===== config.mk =====
export PLATFORM = sky130hd
export DESIGN_NAME = fetch_unit_flat
export DESIGN_NICKNAME = d
export VERILOG_FILES = /design/src/rtl/fetch_unit_if.sv /design/src/rtl/fetch_unit.sv /design/src/flat_wrapper.sv
export SDC_FILE = /design/constraint.sdc
export NUM_CORES = 1
export LEC_CHECK = 0
export ABC_AREA = 1
export ABC_CLOCK_PERIOD_IN_PS = 3200
export BUFFER_PORTS_ARGS = -buffer_cell sky130_fd_sc_hd__buf_4
export CAP_MARGIN = 20
export CORE_ASPECT_RATIO = 1.4
export CORE_MARGIN = 2
export CORE_UTILIZATION = 55
export CTS_CLUSTER_SIZE = 16
export DETAILED_ROUTE_END_ITERATION = 12
export PLACE_DENSITY_LB_ADDON = 0.25
export SYNTH_ARGS = -nofsm -noshare
export SYNTH_HDL_FRONTEND = slang
export SYNTH_SLANG_ARGS = --single-unit
export TNS_END_PERCENT = 50

===== constraint.sdc =====
create_clock -name clk -period 3.2 [get_ports clk]
set_clock_uncertainty 0.15 [all_clocks]
set_input_delay 0.64 -clock clk [delete_from_list [all_inputs] [get_ports clk]]
set_output_delay 0.64 -clock clk [all_outputs]
set_load 0.005 [all_outputs]

===== src/rtl/fetch_unit_if.sv =====
// Fetch unit bus bundle.
// Groups the ROM port, the IR handshake towards the decoder and the branch
// resolution inputs from the execute side.
//   master : fetch unit side (drives instr_address, ir, ir_valid, pc)
//   slave  : environment side (ROM, decoder and execute drive the rest)
interface fetch_unit_if #(
  parameter int BUS_WIDTH = 16
);
  logic [BUS_WIDTH-1:0] instr_address;
  logic [BUS_WIDTH-1:0] instruction;
  logic [BUS_WIDTH-1:0] ir;
  logic                 ir_valid;
  logic                 ir_ready;
  logic                 br_valid;
  logic                 br_zero;
  logic [BUS_WIDTH-1:0] br_target;
  logic [BUS_WIDTH-1:0] pc;

  modport master (
    output instr_address, ir, ir_valid, pc,
    input  instruction, ir_ready, br_valid, br_zero, br_target
  );

  modport slave (
    input  instr_address, ir, ir_valid, pc,
    output instruction, ir_ready, br_valid, br_zero, br_target
  );
endinterface


===== src/rtl/fetch_unit.sv =====
// Program counter and fetch stage sitting in front of the instruction ROM.
// Reads the ROM at pc, captures the word into ir and offers it to the
// decoder over a valid/ready handshake. BRZ/JMP words stall fetch until the
// execute side returns the branch outcome.
//
// Ports:
//   clk    rising-edge clock
//   rst_n  asynchronous active-low reset
//   bus    fetch_unit_if.master: instr_address/instruction (ROM),
//          ir/ir_valid/ir_ready (decoder), br_valid/br_zero/br_target
//          (execute), pc (debug/trace)
//
// state   | meaning
// --------+---------------------------------------------------------------
// FETCH   | ROM addressed by pc; ir captures the returned word at the edge
// ISSUE   | ir_valid high, ir held until the decoder accepts it
// WAIT_BR | BRZ/JMP accepted; pc frozen until br_valid resolves it
module fetch_unit #(
  parameter int                   BUS_WIDTH = 16,
  parameter logic [BUS_WIDTH-1:0] PC_RESET  = '0,
  parameter int                   OFF_WIDTH = 6
) (
  input logic          clk,
  input logic          rst_n,
  fetch_unit_if.master bus
);

  typedef enum logic [1:0] {
    FETCH   = 2'd0,
    ISSUE   = 2'd1,
    WAIT_BR = 2'd2
  } state_t;

  localparam logic [BUS_WIDTH-1:0] ONE = {{(BUS_WIDTH-1){1'b0}}, 1'b1};

  state_t               state_q, state_d;
  logic [BUS_WIDTH-1:0] pc_q, pc_d;
  logic [BUS_WIDTH-1:0] ir_q, ir_d;
  logic                 ir_valid_q, ir_valid_d;

  // BRZ offset is split across the rd and rsB fields of the word.
  logic [OFF_WIDTH-1:0] br_off;
  logic [BUS_WIDTH-1:0] br_off_sext;
  logic [BUS_WIDTH-1:0] pc_inc;

  assign br_off      = {ir_q[8:6], ir_q[2:0]};
  assign br_off_sext = {{(BUS_WIDTH-OFF_WIDTH){br_off[OFF_WIDTH-1]}}, br_off};
  assign pc_inc      = pc_q + ONE;

  always_comb begin
    state_d    = state_q;
    pc_d       = pc_q;
    ir_d       = ir_q;
    ir_valid_d = ir_valid_q;
    case (state_q)
      FETCH: begin
        ir_d       = bus.instruction;
        ir_valid_d = 1'b1;
        state_d    = ISSUE;
      end
      ISSUE: begin
        if (bus.ir_ready) begin
          ir_valid_d = 1'b0;
          // ir[15:14] == 2'b11 covers both BRZ (110) and JMP (111).
          if (ir_q[15:14] == 2'b11) begin
            state_d = WAIT_BR;
          end else begin
            pc_d    = pc_inc;
            state_d = FETCH;
          end
        end
      end
      WAIT_BR: begin
        if (bus.br_valid) begin
          if (ir_q[15:13] == 3'b111) begin
            pc_d = bus.br_target;
          end else if (bus.br_zero) begin
            pc_d = pc_q + br_off_sext;
          end else begin
            pc_d = pc_inc;
          end
          state_d = FETCH;
        end
      end
      default: begin
        ir_valid_d = 1'b0;
        state_d    = FETCH;
      end
    endcase
  end

  always_ff @(posedge clk or negedge rst_n) begin
    if (!rst_n) begin
      state_q    <= FETCH;
      pc_q       <= PC_RESET;
      ir_q       <= '0;
      ir_valid_q <= 1'b0;
    end else begin
      state_q    <= state_d;
      pc_q       <= pc_d;
      ir_q       <= ir_d;
      ir_valid_q <= ir_valid_d;
    end
  end

  // ROM address comes straight from the pc register only.
  assign bus.instr_address = pc_q;
  assign bus.ir            = ir_q;
  assign bus.ir_valid      = ir_valid_q;
  assign bus.pc            = pc_q;

endmodule


===== src/flat_wrapper.sv =====
// flat-port wrapper written by rule: the top's interface ports become plain ports
module fetch_unit_flat 
#(
  parameter int                   BUS_WIDTH = 16,
  parameter logic [BUS_WIDTH-1:0] PC_RESET  = '0,
  parameter int                   OFF_WIDTH = 6
)
  (clk, rst_n, bus_instr_address, bus_ir, bus_ir_valid, bus_pc, bus_instruction, bus_ir_ready, bus_br_valid, bus_br_zero, bus_br_target);
  fetch_unit_if #(.BUS_WIDTH(BUS_WIDTH)) bus_i ();
  input logic clk;
  input logic rst_n;
  output wire logic [$bits(bus_i.instr_address)-1:0] bus_instr_address;
  output wire logic [$bits(bus_i.ir)-1:0] bus_ir;
  output wire logic [$bits(bus_i.ir_valid)-1:0] bus_ir_valid;
  output wire logic [$bits(bus_i.pc)-1:0] bus_pc;
  input wire logic [$bits(bus_i.instruction)-1:0] bus_instruction;
  input wire logic [$bits(bus_i.ir_ready)-1:0] bus_ir_ready;
  input wire logic [$bits(bus_i.br_valid)-1:0] bus_br_valid;
  input wire logic [$bits(bus_i.br_zero)-1:0] bus_br_zero;
  input wire logic [$bits(bus_i.br_target)-1:0] bus_br_target;
  assign bus_instr_address = bus_i.instr_address;
  assign bus_ir = bus_i.ir;
  assign bus_ir_valid = bus_i.ir_valid;
  assign bus_pc = bus_i.pc;
  assign bus_i.instruction = bus_instruction;
  assign bus_i.ir_ready = bus_ir_ready;
  assign bus_i.br_valid = bus_br_valid;
  assign bus_i.br_zero = bus_br_zero;
  assign bus_i.br_target = bus_br_target;
  fetch_unit #(.BUS_WIDTH(BUS_WIDTH), .PC_RESET(PC_RESET), .OFF_WIDTH(OFF_WIDTH)) u_core (.clk(clk), .rst_n(rst_n), .bus(bus_i));
endmodule

==> results.py, run 1 <==
metrics = {
    "critical_path": {
        "crit_path_end_kind": "register",
        "crit_required_ns": 3.24,
        "crit_arrival_ns": 2.40,
        "cp_slowest_cell": "dfrtp_1",
        "crit_chain": "ha_1 > fa_1 > nand2_1 > nand2_1 > and2_1 > nand3_1 > nand3_1 > nand2_1 > nand3_1 > nand2_1 > nand2_1 > nand2_1 > nand2_1",
        "critPathLaunchType": "register",
        "crit_top_cell": "nand2_1",
        "critical_path_buf_inv_count": 0,
        "max_stage_delay_ns": 0.45,
        "cp_top_family": "simple AND/OR/NAND/NOR gates",
        "crit_type": "reg -> reg",
        "crit_fanout": 6,
    },
    "synth": {
        "syn-cell-area_um2": 3257,
        "async_flop_share_pct": 100.0,
        "synth_top_flop_cell": "dfrtp_1",
        "avgSynthCellArea_um2": 6.065,
        "synth.mux.area_fraction_pct": 0,
        "synthDistinctLibCells": 35,
        "synthSimpleGateAreaFrac_pct": 41.72,
        "syn_inst": 537,
        "synth_seq_area_share_pct": 26.89,
        "synthAdderAreaFrac_pct": 6.761,
        "synth_xor_area_share_pct": 1.076,
        "synth-compound-area-share_pct": 9.335,
        "synth_top_family_by_area": "simple AND/OR/NAND/NOR gates",
        "ys_seq_elements": 35,
        "synth_enable_flop_cells": 0,
        "syn_nets": 591,
        "yosys_warnings": 0,
    },
    "timing": {
        "finalHoldViolCount": 0,
        "tightest_slew_ns": 0.5336,
        "slew_violations": 0,
        "maxSlewHeadroom_pct": 64.42,
        "rsz0062_at_grt": "no",
        "tns_ns": 0,
        "post-route-min-period_ns": 2.364,
        "finalSetupViolCount": 0,
        "fin_crit_sh_pct": 73.89,
        "max_freq_mhz": 422.9,
    },
    "power_and_ir_drop": {
        "peakVddDrop_mv": 0.5353,
        "leakage_nw": 2.326,
        "power.density_nw_per_um2": 923.6,
    },
    "flow_run": {
        "maxCapViolations": 0,
    },
    "global_route": {
        "grt_pass1_vias": 3535,
        "grt_antenna_before_repair": 0,
        "grt_util_all_layers_pct": 28.66,
        "grt_pass1_wl_um": 15280,
        "grt-ovfl-total": 0,
        "grt_max_degree": 36,
    },
    "clocking": {
        "cts_buffers": 5,
        "numClockSinks": 35,
        "h-tree-depth": 2,
        "postCtsResizedCells": 0,
        "insertion_delay_ns": 0.29,
        "clockRootBuffer": "clkbuf_8",
        "post_cts_buffers": 0,
        "clk_pin_slew_worst_paths_ns": 0.08,
        "postCtsHoldBufs": 0,
        "clockBufferDepth": 2,
        "cts_tree": "built",
    },
    "layout": {
        "ff_latch_area_um2": 875.8,
        "area_delta_synth_final_pct": 19.98,
        "mostFrequentLayoutCell": "nand2_1",
        "nNetsFinal": 658,
        "multiInputGateArea_um2": 1918,
        "drive_gt1_share_pct": 19.04,
        "antenna_cells": 0,
        "fillers": 543,
        "post-route-util_pct": 67.60,
        "layout_common_cells": "nand2_1, buf_4, inv_1, nand3_1, nor2_1",
    },
    "floorplanning": {
        "die_h_um": 95.05,
        "fp.coreArea_um2": 5781,
        "fp.dieW_um": 69.04,
        "num_io_pins": 86,
        "rows": 33,
        "dieArea_um2": 6562,
        "start_util_pct": 56.34,
    },
    "routing": {
        "drt-initial-drc-count": 142,
        "vias_per_cell": 5.304,
        "drtPass1Iterations": 5,
        "drtAntennaViolNets": 0,
        "drt_wl_total_um": 9081,
        "drc": 0,
        "wl_per_cell_um": 13.47,
        "vias": 3575,
    },
    "placed_design": {
        "port_buffers": 85,
        "hpwlAfterDp_um": 6944,
        "gp_congestion": 0.8969,
    },
    "min_path": {
        "hold_path_class": "in -> async",
    },
    "outcome": {
        "status": "complete, no violations",
    },
}
## cells by family after synthesis
logic type      after synthesis
simple gates                321
buf+inv                     102
compound gates               58
flops                        35
fa+ha+maj                    17
xor+xnor                      4
## per-stage QoR
stage               hold WS (ns)  setup WS [ns]  instance area, um2  power, mW  instances
finish                    0.1452         0.8356                3908      3.609        674
global route              0.1750         0.6498                3908      4.019        674
CTS                       0.1603         0.8378                3908      3.607        674
detailed placement        0.3113         0.8403                3820      3.267        667
global placement          0.3065         0.8949                3820      3.211        667
floorplan                 0.1944          1.189                3257      2.527        537
## report_power, final
part / leakage, nW / internal (mW) / switching (mW)
combinational: 1.85 / 0.964 / 1.41
clock: 0.0470 / 0.169 / 0.161
sequential: 0.426 / 0.627 / 0.279
## synthesized netlist by cell type (5+ instances only)
library cell,number,share of area (%)
nand3_1,46,7.1
nor2_1,36,4.1
a21oi_1,31,4.8
buf_4,18,4.1
inv_1,67,7.7
dfrtp_1,35,27
nand2_1,213,25
inv_2,6,0.69
o21ai_1,5,0.77
ha_1,16,6.1
o21ai_0,15,2.3
## registers in the layout, indices dropped and copies added (netlist names)
name / flops
u_core.state_q: 2
u_core.bus.ir_valid: 1
u_core.bus.instr_address: 16
u_core.bus.ir: 16
## area by class of cell
class / instances / area share (%)
clock inverters: 1 / 0.1281
clock buffers: 6 / 2.113
multi-input cells: 400 / 49.09
well taps: 70 / 2.241
repair buffers: 88 / 16.91
inverters: 74 / 7.109
flip-flops and latches: 35 / 22.41
## worst register-to-register path: cells and delay by family, from the launching register on
kind          cells  cell delay (ns)
fa+ha+maj         2             0.65
flops             1             0.45
simple gates     11             1.00
## metal layers
metal  share of wire [%]  global-route usage [%]
met1                  40                   33.62
met2                  50                   50.64
met3                 5.8                   3.383
met4                 4.4                   16.67
met5                   0                       0
## worst paths after layout
path	start	to	slack, ns	cells after the start
max	u_core.bus.instr_address[0]$_DFFE_PN0P_	u_core.bus.instr_address[12]$_DFFE_PN0P_	0.84	13
min	rst_n	u_core.bus.ir[6]$_DFFE_PN0P_	0.15	1
max reg2reg	u_core.bus.instr_address[0]$_DFFE_PN0P_	u_core.bus.instr_address[12]$_DFFE_PN0P_	0.84	13
min reg2reg	u_core.bus.ir[9]$_DFFE_PN0P_	u_core.bus.ir[9]$_DFFE_PN0P_	0.33	2
max in group asynchronous	rst_n	u_core.state_q[1]$_DFFE_PN0P_	2.43	1
min in group clk	u_core.bus.ir[9]$_DFFE_PN0P_	u_core.bus.ir[9]$_DFFE_PN0P_	0.33	2
(Power assumes the default switching activity.)
==> run 2: changes to the inputs <==
--- a/config.mk
+++ b/config.mk
@@ -5,13 +5,13 @@
 export SDC_FILE = /design/constraint.sdc
 export NUM_CORES = 1
 export LEC_CHECK = 0
-export ABC_AREA = 1
-export ABC_CLOCK_PERIOD_IN_PS = 3200
+export ABC_AREA = 0
+export ABC_CLOCK_PERIOD_IN_PS = 2070
 export BUFFER_PORTS_ARGS = -buffer_cell sky130_fd_sc_hd__buf_4
 export CAP_MARGIN = 20
 export CORE_ASPECT_RATIO = 1.4
 export CORE_MARGIN = 2
-export CORE_UTILIZATION = 55
+export CORE_UTILIZATION = 48
 export CTS_CLUSTER_SIZE = 16
 export DETAILED_ROUTE_END_ITERATION = 12
 export PLACE_DENSITY_LB_ADDON = 0.25
==> constraint.sdc (replaced) <==
create_clock -name clk -period 2.07 [get_ports clk]
set_clock_uncertainty 0.15 [all_clocks]
set_input_delay 0.414 -clock clk [delete_from_list [all_inputs] [get_ports clk]]
set_output_delay 0.414 -clock clk [all_outputs]
set_load 0.005 [all_outputs]
==> run 2 against run 1 <==
Net effect: the run now ends with setup timing left; global-route usage grew 0.74 points; combinational power grew 110%; final cell count fell by 17%; power grew 90%; sequential cell count did not move; critical endpoint is now u_core.bus.instr_address[8]$_DFFE_PN0P_; largest power group unchanged.
==> results.py, run 2 <==
metrics = {
    "critical_path": {
        "crit_fanout": 2,
        "crit_arrival_ns": 2.62,
        "r2r_start": "u_core.bus.instr_address[0]$_DFFE_PN0P_",
        "crit_type": "reg -> reg",
        "r2r_setup_slack_ns": -0.51,
        "crit_required_ns": 2.11,
        "crit_path_end_kind": "register",
        "critPathLaunchType": "register",
        "worstSetupStartpoint": "u_core.bus.instr_address[0]$_DFFE_PN0P_",
    },
    "synth": {
        "avgSynthCellArea_um2": 8.528,
        "synthSimpleGateAreaFrac_pct": 20.04,
        "ys_seq_elements": 35,
        "synth-compound-area-share_pct": 25.45,
        "yosys_warnings": 0,
        "syn_nets": 401,
        "async_flop_share_pct": 100.0,
        "synth_common_cells": "dfrtp_1, a21oi_1, nand2_1, o21ai_0, nor2_1",
        "syn_inst": 347,
        "synth.mux.area_fraction_pct": 6.427,
        "yosysTopAreaCellShare_pct": 29.60,
        "syn-cell-area_um2": 2959,
        "synth_top_cell_by_area": "dfrtp_1",
        "synth_top_flop_cell": "dfrtp_1",
        "synthAdderAreaFrac_pct": 7.442,
        "synth_seq_area_share_pct": 29.60,
        "synth_enable_flop_cells": 0,
        "synth_area_leaders": "dfrtp_1, ha_1, mux2_2, a21oi_1, o21ai_0",
        "synth_top_family_by_area": "compound AO/OA/AOI/OAI gates",
        "yosysMostFrequentCell": "dfrtp_1",
        "synthDistinctLibCells": 55,
        "synth_xor_area_share_pct": 4.144,
    },
    "floorplanning": {
        "dieArea_um2": 6818,
        "fp.dieW_um": 70.36,
        "rows": 33,
        "num_io_pins": 86,
        "start_util_pct": 50.12,
        "die_h_um": 96.90,
        "fp.coreArea_um2": 5904,
    },
    "routing": {
        "drt_wl_total_um": 9786,
        "wl_per_cell_um": 17.41,
        "drt-initial-drc-count": 203,
        "routed-wl-met3_um": 534,
        "drc": 0,
        "drtAntennaViolNets": 0,
        "top_layer": "met4",
        "vias_per_cell": 5.888,
        "drtPass1Iterations": 5,
        "wl_met1_um": 3795,
        "wl_met2_um": 5304,
        "vias": 3309,
    },
    "placed_design": {
        "hpwlAfterDp_um": 7422,
        "gp_congestion": 0.9369,
        "post-place-cells": 552,
        "port_buffers": 85,
        "place_ws_ns": -0.4816,
        "placed_area_um2": 4123,
    },
    "layout": {
        "antenna_cells": 0,
        "stdcell_count": 562,
        "nNetsFinal": 545,
        "layout_common_cells": "buf_4, dfrtp_1, nand2_1, nor2_1, o21ai_0",
        "fin_area_um2": 4335,
        "mostFrequentLayoutCell": "buf_4",
        "area_delta_synth_final_pct": 46.51,
        "drive_gt1_share_pct": 45.33,
    },
    "outcome": {
        "status": "complete, but fails checks",
        "failed_checks": "setup timing",
    },
    "min_path": {
        "worstHoldStart": "bus_ir_ready",
        "hold_path_class": "in -> reg",
    },
    "timing": {
        "post-route-min-period_ns": 2.583,
        "max_freq_mhz": 387.2,
        "fin_crit_sh_pct": 124.8,
        "rsz0062_at_grt": "yes",
        "fin_ws_ns": -0.5127,
        "maxSlewHeadroom_pct": 67.19,
        "finalHoldViolCount": 0,
        "slew_violations": 0,
        "tightest_slew_ns": 0.4922,
        "finalSetupViolCount": 11,
    },
    "power_and_ir_drop": {
        "peakVddDrop_mv": 0.9119,
        "power.density_nw_per_um2": 1583,
        "leakage_nw": 2.059,
        "p_total_mw": 6.864,
    },
    "global_route": {
        "grt_max_degree": 36,
        "grt_pass1_wl_um": 16240,
        "grt_antenna_before_repair": 0,
        "grt_util_all_layers_pct": 29.40,
        "grt-ovfl-total": 0,
        "grt_pass1_vias": 3394,
    },
    "clocking": {
        "clk_pin_slew_worst_paths_ns": 0.09,
        "clockBufferDepth": 2,
        "cts_buffers": 5,
        "cts_tree": "built",
        "clockRootBuffer": "clkbuf_8",
        "h-tree-depth": 2,
        "insertion_delay_ns": 0.30,
        "numClockSinks": 35,
    },
    "flow_run": {
        "maxCapViolations": 0,
    },
}
==> run 2: power breakdown <==
group	switching [mW]	internal [mW]	leakage (nW)
clock network	0.292	0.235	0.0402
registers	0.298	1.01	0.425
logic	2.37	2.66	1.59
total	2.96	3.90	2.06
==> run 2: what timing repair did <==
item	CTS	global route
hold buffers	1	0
setup buffers	0	1
hold endpoints to repair	35	0
endpoints found under the setup margin	11	13
cloned	0	0
pin swaps	12	15
gates resized for setup	9	14
==> run 2: kinds of logic (layout without fill, tap and decap cells) <==
kind of cell,count (synthesis),in the layout
xor gates and xnor gates,14,14
AOI/OAI and AO/OA,114,114
adders and majority gates,17,17
muxes,17,17
DFF,35,35
and+or+nand+nor,116,116
buffers and inverters,34,179
==> run 2: area by class of cell <==
cell class / instances / area [um2]
Clock buffer: 5 / 68.82
Tap cell: 70 / 87.58
Timing Repair Buffer: 168 / 1267
Inverter: 3 / 11.26
Sequential cell: 35 / 880.8
Multi-Input combinational cell: 278 / 1999
Fill cell: 481 / 1569
Clock inverter: 3 / 20.02
==> run 2: worst paths after layout <==
kind / end / cells after the start
max: u_core.bus.instr_address[8]$_DFFE_PN0P_ / 9
max in group asynchronous: u_core.bus.instr_address[1]$_DFFE_PN0P_ / 2
min in group asynchronous: u_core.bus.instr_address[3]$_DFFE_PN0P_ / 2
min reg2reg: u_core.bus.ir[10]$_DFFE_PN0P_ / 1
max reg2reg: u_core.bus.instr_address[8]$_DFFE_PN0P_ / 9
min: u_core.state_q[0]$_DFFE_PN0P_ / 2
==> run 2: worst max-delay path, cell delays in order, from the launching register on <==
cell and delay (ns):
dfrtp_2 0.43, ha_4 0.17, fa_2 0.42, a211oi_4 0.26
nor2_1 0.09, o21a_1 0.19, o41a_1 0.32, xor2_1 0.16
a221oi_2 0.21, a311oi_1 0.06
==> run 2: per-stage QoR <==
| step | setup TNS, ns | hold slack [ns] | util [%] |
|---|---|---|---|
| global placement | -2.194 | 0.2555 | 69.82 |
| floorplan | -1.176 | -0.03159 | - |
| CTS | -2.866 | 0.1459 | 72.16 |
| detailed placement | -2.855 | 0.2584 | 69.82 |
| global route | -4.065 | 0.1557 | 73.43 |
| finish | -3.047 | 0.1529 | 73.43 |
==> run 2: metal layers <==
metal	vias to the layer above	track usage, %
met2	130	52.69
met4	0	8.728
met5	-	0
li1	1574	-
met3	15	4.271
met1	1590	35.82
